**config.mk**
```make
export PLATFORM = sky130hd
export DESIGN_NAME = bcd_down_timer
export DESIGN_NICKNAME = d
export VERILOG_FILES = /design/src/rtl/bcd_timer_pkg.sv /design/src/rtl/bcd_down_digit.sv /design/src/rtl/bcd_down_timer.sv
export SDC_FILE = /design/constraint.sdc
export NUM_CORES = 1
export LEC_CHECK = 0
export ABC_CLOCK_PERIOD_IN_PS = 2100
export BUFFER_PORTS_ARGS = -buffer_cell sky130_fd_sc_hd__buf_2
export CAP_MARGIN = 10
export CORE_UTILIZATION = 50
export DETAILED_ROUTE_END_ITERATION = 12
export PLACE_DENSITY = 0.79
export SYNTH_ARGS = -nofsm -noshare
export SYNTH_HDL_FRONTEND = slang
export SYNTH_SLANG_ARGS = --single-unit
```
**constraint.sdc**
```tcl
create_clock -name clk -period 2.1 [get_ports clk]
set_input_delay 0.315 -clock clk [delete_from_list [all_inputs] [get_ports clk]]
set_output_delay 0.315 -clock clk [all_outputs]
set_load 0.01 [all_outputs]
```
**src/rtl/bcd_timer_pkg.sv**
```systemverilog
// Shared definitions for the BCD MM:SS countdown timer: state encodings,
// per-digit limits and the load clamp helper.
package bcd_timer_pkg;

  typedef enum logic [1:0] {
    ST_IDLE  = 2'd0,
    ST_RUN   = 2'd1,
    ST_PAUSE = 2'd2,
    ST_DONE  = 2'd3
  } state_e;

  localparam logic [3:0] SEC_ONES_LIM = 4'd9;
  localparam logic [3:0] SEC_TENS_LIM = 4'd5;
  localparam logic [3:0] MIN_ONES_LIM = 4'd9;

  // Out-of-range load values saturate at the digit limit rather than wrapping.
  function automatic logic [3:0] bcd_clamp(input logic [3:0] val, input logic [3:0] lim);
    return (val > lim) ? lim : val;
  endfunction

endpackage

```
**src/rtl/bcd_down_digit.sv**
```systemverilog
// One BCD down-counting digit with wrap-to-limit and a combinational borrow
// out, so a chain of these ripples a full borrow within one clock.
module bcd_down_digit #(
  parameter logic [3:0] LIMIT = 4'd9
) (
  input  logic       clk,
  input  logic       rst_h,
  input  logic       sub,
  input  logic       ld,
  input  logic [3:0] ld_val,
  input  logic       clr,
  output logic [3:0] q,
  output logic       borrow
);

  logic [3:0] q_q;
  logic [3:0] q_d;

  always_comb begin
    q_d = q_q;
    if (clr) begin
      q_d = 4'd0;
    end else if (ld) begin
      q_d = ld_val;
    end else if (sub) begin
      q_d = (q_q == 4'd0) ? LIMIT : (q_q - 4'd1);
    end
  end

  always_ff @(posedge clk or posedge rst_h) begin
    if (rst_h) begin
      q_q <= 4'd0;
    end else begin
      q_q <= q_d;
    end
  end

  assign q      = q_q;
  assign borrow = sub & (q_q == 4'd0);

endmodule

```
**src/rtl/bcd_down_timer.sv**
```systemverilog
// Four-digit BCD MM:SS countdown timer with start/pause/load/clear control.
// Optional completion alarm is built only when TIMER_ALARM_EN is defined.
module bcd_down_timer
  import bcd_timer_pkg::*;
#(
  parameter int MIN_TENS_LIMIT = 5,
  parameter int ALARM_TICKS    = 10
) (
  input  logic       clk,
  input  logic       rst_h,
  input  logic       tick,
  input  logic       start,
  input  logic       pause,
  input  logic       clr,
  input  logic       load,
  input  logic [3:0] ld_m1,
  input  logic [3:0] ld_m0,
  input  logic [3:0] ld_s1,
  input  logic [3:0] ld_s0,
  output logic [3:0] m1,
  output logic [3:0] m0,
  output logic [3:0] s1,
  output logic [3:0] s0,
  output logic       running,
  output logic       paused,
  output logic       done,
  output logic       alarm
);

  localparam logic [3:0] MIN_TENS_LIM = 4'(MIN_TENS_LIMIT);

  state_e state_q;
  state_e state_d;

  logic       count_zero;
  logic       count_one;
  logic       dec;
  logic       b_s0;
  logic       b_s1;
  logic       b_m0;
  logic       b_m1;
  logic [3:0] ld_m1_c;
  logic [3:0] ld_m0_c;
  logic [3:0] ld_s1_c;
  logic [3:0] ld_s0_c;

  assign ld_m1_c = bcd_clamp(ld_m1, MIN_TENS_LIM);
  assign ld_m0_c = bcd_clamp(ld_m0, MIN_ONES_LIM);
  assign ld_s1_c = bcd_clamp(ld_s1, SEC_TENS_LIM);
  assign ld_s0_c = bcd_clamp(ld_s0, SEC_ONES_LIM);

  assign count_zero = (m1 == 4'd0) && (m0 == 4'd0) && (s1 == 4'd0) && (s0 == 4'd0);
  // The only decrement that lands on 00:00 starts from 00:01.
  assign count_one  = (m1 == 4'd0) && (m0 == 4'd0) && (s1 == 4'd0) && (s0 == 4'd1);

  assign dec = (state_q == ST_RUN) && tick && !pause && !clr && !load;

  always_comb begin
    state_d = state_q;
    if (clr || load) begin
      state_d = ST_IDLE;
    end else begin
      case (state_q)
        ST_IDLE:  if (start && !count_zero) state_d = ST_RUN;
        ST_RUN: begin
          if (pause) begin
            state_d = ST_PAUSE;
          end else if (tick && count_one) begin
            state_d = ST_DONE;
          end
        end
        ST_PAUSE: if (start && !pause) state_d = ST_RUN;
        ST_DONE:  state_d = ST_DONE;
        default:  state_d = ST_IDLE;
      endcase
    end
  end

  always_ff @(posedge clk or posedge rst_h) begin
    if (rst_h) begin
      state_q <= ST_IDLE;
    end else begin
      state_q <= state_d;
    end
  end

  bcd_down_digit #(.LIMIT(SEC_ONES_LIM)) u_s0 (
    .clk(clk), .rst_h(rst_h), .sub(dec), .ld(load), .ld_val(ld_s0_c),
    .clr(clr), .q(s0), .borrow(b_s0)
  );

  bcd_down_digit #(.LIMIT(SEC_TENS_LIM)) u_s1 (
    .clk(clk), .rst_h(rst_h), .sub(b_s0), .ld(load), .ld_val(ld_s1_c),
    .clr(clr), .q(s1), .borrow(b_s1)
  );

  bcd_down_digit #(.LIMIT(MIN_ONES_LIM)) u_m0 (
    .clk(clk), .rst_h(rst_h), .sub(b_s1), .ld(load), .ld_val(ld_m0_c),
    .clr(clr), .q(m0), .borrow(b_m0)
  );

  bcd_down_digit #(.LIMIT(MIN_TENS_LIM)) u_m1 (
    .clk(clk), .rst_h(rst_h), .sub(b_m0), .ld(load), .ld_val(ld_m1_c),
    .clr(clr), .q(m1), .borrow(b_m1)
  );

  assign running = (state_q == ST_RUN);
  assign paused  = (state_q == ST_PAUSE);
  assign done    = (state_q == ST_DONE);

`ifdef TIMER_ALARM_EN
  localparam int ACNT_W = $clog2(ALARM_TICKS + 1);

  logic              alarm_q;
  logic              alarm_d;
  logic [ACNT_W-1:0] acnt_q;
  logic [ACNT_W-1:0] acnt_d;
  logic              enter_done;

  assign enter_done = (state_d == ST_DONE) && (state_q != ST_DONE);

  // The final counted tick forces the alarm low so it always ends quiet.
  always_comb begin
    alarm_d = alarm_q;
    acnt_d  = acnt_q;
    if (clr || load) begin
      alarm_d = 1'b0;
      acnt_d  = '0;
    end else if (enter_done) begin
      alarm_d = 1'b1;
      acnt_d  = '0;
    end else if ((state_q == ST_DONE) && tick && (acnt_q < ACNT_W'(ALARM_TICKS))) begin
      acnt_d  = acnt_q + 1'b1;
      alarm_d = (acnt_q == ACNT_W'(ALARM_TICKS - 1)) ? 1'b0 : !alarm_q;
    end
  end

  always_ff @(posedge clk or posedge rst_h) begin
    if (rst_h) begin
      alarm_q <= 1'b0;
      acnt_q  <= '0;
    end else begin
      alarm_q <= alarm_d;
      acnt_q  <= acnt_d;
    end
  end

  assign alarm = alarm_q;
`else
  assign alarm = 1'b0;
`endif

endmodule
```
==> flow_summary.html <==
<table>
<tr><th>Metric</th><th>Value</th></tr>
<tr><th colspan="2">Outcome</th></tr>
<tr><td>Status</td><td>complete, no violations</td></tr>
<tr><th colspan="2">Final layout</th></tr>
<tr><td>Number of antenna diodes</td><td>0</td></tr>
<tr><td>Design area</td><td>1610 sq um</td></tr>
<tr><td>Share of layout cells above drive strength 1</td><td>30.3%</td></tr>
<tr><td>Final non-filler cell total</td><td>228</td></tr>
<tr><td>Number of fill cells</td><td>219</td></tr>
<tr><td>Commonest non-fill, non-tap cell in the layout</td><td>sky130_fd_sc_hd__buf_2</td></tr>
<tr><td>Nets@finish</td><td>228</td></tr>
<tr><td>Synthesis-to-layout area growth</td><td>22.0%</td></tr>
<tr><td>Area taken by multi-input logic gates</td><td>800 sq um</td></tr>
<tr><td>Area used by sequential logic in the layout</td><td>450 sq um</td></tr>
<tr><td>Top library cells by usage in the layout, fill and taps aside</td><td>41 x sky130_fd_sc_hd__buf_2, 18 x sky130_fd_sc_hd__dfrtp_1, 15 x sky130_fd_sc_hd__nor2_1, 13 x sky130_fd_sc_hd__inv_1, 10 x sky130_fd_sc_hd__nand2_1</td></tr>
<tr><th colspan="2">STA</th></tr>
<tr><td>Fin. Hold Viols</td><td>0</td></tr>
<tr><td>Worst clock skew</td><td>0.00338 ns</td></tr>
<tr><td>Number of max-slew violations in the final report</td><td>0</td></tr>
<tr><td>Unrepaired setup endpoints after global routing</td><td>no</td></tr>
<tr><td>Min cycle time layout</td><td>1.87 ns</td></tr>
<tr><td>Slew @ Worst Pin</td><td>0.734 ns</td></tr>
<tr><td>Final cycle utilization of the critical path</td><td>89.1%</td></tr>
<tr><td>Summed negative setup slack over all endpoints</td><td>0 ns</td></tr>
<tr><td>Total setup violations reported at the end of the flow</td><td>0</td></tr>
<tr><td>Final Hold Slack</td><td>0.100 ns</td></tr>
<tr><td>Relative slew slack</td><td>51.0%</td></tr>
<tr><td>Timing-limited maximum frequency</td><td>535 MHz</td></tr>
<tr><th colspan="2">Placement</th></tr>
<tr><td>Count of input and output buffers</td><td>41</td></tr>
<tr><td>Half-perimeter wire length after placement</td><td>2510 microns</td></tr>
<tr><td>Final GP Congestion</td><td>0.850</td></tr>
<tr><td>Placed Cells incl. Taps</td><td>222</td></tr>
<tr><td>Instance area after placement</td><td>1550 sq um</td></tr>
<tr><th colspan="2">Worst setup path</th></tr>
<tr><td>Largest stage delay, worst path</td><td>0.48 ns</td></tr>
<tr><td>Ordered cell list for the critical path</td><td>inv_1 &gt; ha_1 &gt; nor3b_4 &gt; buf_4 &gt; a31oi_1 &gt; a21boi_1</td></tr>
<tr><td>Required arrival time at the worst endpoint</td><td>2.35 ns</td></tr>
<tr><td>Critical Path Sink Type</td><td>flip-flop</td></tr>
<tr><td>Depth of the most critical reg-to-reg path</td><td>6</td></tr>
<tr><td>Critical-path top delay cell</td><td>sky130_fd_sc_hd__a31oi_1</td></tr>
<tr><td>Largest fanout on the critical path</td><td>8</td></tr>
<tr><td>Worst setup path category</td><td>flip-flop to flip-flop</td></tr>
<tr><td>Crit path arrival time</td><td>2.12 ns</td></tr>
<tr><td>Type of element launching the critical path</td><td>flip-flop</td></tr>
<tr><th colspan="2">Yosys</th></tr>
<tr><td>Async SR Flop Fraction</td><td>100%</td></tr>
<tr><td>Number of synthesized register bits</td><td>18</td></tr>
<tr><td>Unique masters post-synth</td><td>49</td></tr>
<tr><td>Part of the Yosys area used for sequential elements</td><td>34.1%</td></tr>
<tr><td>Syn Inst Count</td><td>155</td></tr>
<tr><td>Number of flops mapped to enable cells by yosys</td><td>0</td></tr>
<tr><td>Post-synthesis cell area</td><td>1320 sq um</td></tr>
<tr><td>Most used flip-flop cell after synthesis</td><td>sky130_fd_sc_hd__dfrtp_1</td></tr>
<tr><td>Post-Syn Nets</td><td>184</td></tr>
<tr><td>Average cell area after synthesis</td><td>8.52 sq um</td></tr>
<tr><td>Synth warn</td><td>0</td></tr>
<tr><th colspan="2">Route</th></tr>
<tr><td>Wirelength, routed</td><td>3400 microns</td></tr>
<tr><td>DRT iter0 DRCs</td><td>30</td></tr>
<tr><td>Overall via count from detail_route</td><td>1346</td></tr>
<tr><td>Initial DRT Pass Iterations</td><td>4</td></tr>
<tr><td>Number of vias per cell after detailed routing</td><td>5.90</td></tr>
<tr><td>Number of nets with antenna violations after detailed routing</td><td>0</td></tr>
<tr><td>Routed len/inst</td><td>14.9 microns</td></tr>
<tr><td>DRC Markers</td><td>0</td></tr>
<tr><th colspan="2">Clock tree</th></tr>
<tr><td>Clock buffer depth</td><td>2</td></tr>
<tr><td>Depth of the CTS H-tree</td><td>1</td></tr>
<tr><td>Root buffer selected by CTS</td><td>sky130_fd_sc_hd__clkbuf_4</td></tr>
<tr><td>Insertion delay to the later sink of the worst-skew pair</td><td>0.31 ns</td></tr>
<tr><td>Number of hold-repair buffers added at the cts stage</td><td>0</td></tr>
<tr><td>Clock sink count</td><td>18</td></tr>
<tr><td>TritonCTS clock tree</td><td>done</td></tr>
<tr><td>Number of buffers created by CTS</td><td>3</td></tr>
<tr><td>Clock transition time at the flip-flop clock pins of the worst setup and hold paths</td><td>0.13 ns</td></tr>
<tr><th colspan="2">Global routing</th></tr>
<tr><td>Wire length of the first global-routing pass</td><td>5530 microns</td></tr>
<tr><td>Largest net degree at the start of global routing</td><td>19</td></tr>
<tr><td>Vias in the first global route</td><td>1239</td></tr>
<tr><td>Initial antenna violation count</td><td>0</td></tr>
<tr><td>GRT Residual Overflow</td><td>0</td></tr>
<tr><td>Total track usage</td><td>26.4%</td></tr>
<tr><th colspan="2">Power and ir drop</th></tr>
<tr><td>Worst-case vdd ir drop</td><td>482 uV</td></tr>
<tr><td>Total power per unit cell area</td><td>578 nW/um^2</td></tr>
<tr><td>Standby leakage power</td><td>0.765 nW</td></tr>
<tr><th colspan="2">Floorplan</th></tr>
<tr><td>Initial Utilization</td><td>53.3%</td></tr>
<tr><td>Rows</td><td>18</td></tr>
<tr><td>Core area</td><td>2480 sq um</td></tr>
<tr><td>IO Pins</td><td>43</td></tr>
<tr><td>Total Die Area</td><td>2850 sq um</td></tr>
<tr><td>Die height</td><td>53.4 microns</td></tr>
<tr><td>Die Span X</td><td>53.4 microns</td></tr>
<tr><th colspan="2">Min path</th></tr>
<tr><td>Worst hold path type</td><td>primary input to asynchronous set/reset pin</td></tr>
<tr><th colspan="2">Job</th></tr>
<tr><td>Total of max-cap violations</td><td>0</td></tr>
</table>
==> routing by layer <==
metal  up-vias  GRT usage (%)  wire length [microns]
met2        38           45.6                   1690
met5         -              0                      0
met1       646           33.3                   1520
li1        658              -                      -
met3         4           2.59                    152
met4         0           9.65                     41
==> area by class of cell <==
| type | count | share of cell area [%] |
|---|---|---|
| clock buffer | 4 | 2.25 |
| inverter | 14 | 3.26 |
| multi-input combinational | 117 | 49.6 |
| sequential | 18 | 28.0 |
| tap | 30 | 2.33 |
| timing repair buffer | 45 | 14.6 |
==> cell usage after synthesis (2+ instances only) <==
library cell / number / area share (%)
sky130_fd_sc_hd__o21ba_2: 2 / 1.5
sky130_fd_sc_hd__nor3_1: 7 / 2.7
sky130_fd_sc_hd__ha_1: 6 / 5.7
sky130_fd_sc_hd__nor2b_1: 2 / 0.95
sky130_fd_sc_hd__nor2_1: 15 / 4.3
sky130_fd_sc_hd__clkbuf_1: 3 / 0.85
sky130_fd_sc_hd__a21o_1: 2 / 1.1
sky130_fd_sc_hd__nand2b_1: 2 / 0.95
sky130_fd_sc_hd__dfrtp_1: 18 / 34
sky130_fd_sc_hd__buf_4: 2 / 1.1
sky130_fd_sc_hd__or3_1: 3 / 1.4
sky130_fd_sc_hd__inv_1: 13 / 3.7
sky130_fd_sc_hd__o31ai_1: 4 / 2.3
sky130_fd_sc_hd__nor3b_1: 4 / 2.3
sky130_fd_sc_hd__o21ai_1: 7 / 2.7
sky130_fd_sc_hd__a21boi_1: 2 / 1.1
sky130_fd_sc_hd__nand2_1: 10 / 2.8
sky130_fd_sc_hd__nand4_1: 2 / 0.95
sky130_fd_sc_hd__nand3b_1: 3 / 1.7
sky130_fd_sc_hd__a31oi_1: 6 / 2.8
sky130_fd_sc_hd__nor3b_2: 2 / 1.9
sky130_fd_sc_hd__nand3_1: 2 / 0.76
sky130_fd_sc_hd__o21ai_0: 2 / 0.76
sky130_fd_sc_hd__a21oi_1: 9 / 3.4
sky130_fd_sc_hd__o41ai_1: 3 / 2.0
==> flip-flops by register name, indices dropped and copies added (netlist names) <==
signal and cells:
u_m0.q 4, u_m1.q 4, u_s0.q 4, u_s1.q 4, state_q 2
==> final timing paths <==
| kind | slack [ns] | from | end |
|---|---|---|---|
| setup reg to reg | 0.23 | u_s0.q[0] | u_s1.q[3] |
| min in group clk | 0.26 | ld_s0[1] | u_s0.q[1] |
| max in group asynchronous | 1.54 | rst_h | u_s1.q[3] |
| hold / removal | 0.10 | rst_h | u_s0.q[3] |
| setup / recovery | 0.23 | u_s0.q[0] | u_s1.q[3] |
| hold reg to reg | 0.53 | u_s1.q[1] | u_s1.q[1] |
==> worst max-delay path: cells and delay by family (launching register included) <==
kind / cells / cell delay (ns)
AND/OR/NAND/NOR: 1 / 0.15
AO/OA/AOI/OAI: 2 / 0.70
flip-flops: 1 / 0.46
adder cells (fa/ha/maj): 1 / 0.22
buffers and inverters: 2 / 0.26
==> repair_timing <==
item,in CTS,in global routing
setup endpoints to repair,0,4
resized for setup,0,2
setup buffers,0,2
==> per-stage QoR <==
step	setup WS, ns	total power [mW]	utilization (%)
after floorplan	0.342	0.582	-
after global placement	0.267	0.665	62.5
after detailed placement	0.166	0.677	62.5
after CTS	0.156	0.910	63.9
after global routing	0.0472	0.977	65.1
final	0.230	0.931	65.1
==> power breakdown <==
group	total, mW	internal, mW	switching, mW
logic	0.281	0.128	0.153
registers	0.409	0.372	0.0375
clock network	0.241	0.106	0.135
total	0.931	0.606	0.325
==> cell families (layout without fill, tap and decap cells) <==
family / count (synthesis) / in the layout / share of synthesized area [%]
buffers and inverters: 20 / 63 / 6.34
AOI/OAI and AO/OA: 48 / 48 / 25.1
DFF: 18 / 18 / 34.1
and+or+nand+nor: 61 / 61 / 27.7
other: 1 / 1 / 0.284
muxes: 1 / 1 / 0.758
adders and majority gates: 6 / 6 / 5.68
(Power assumes the default switching activity.)
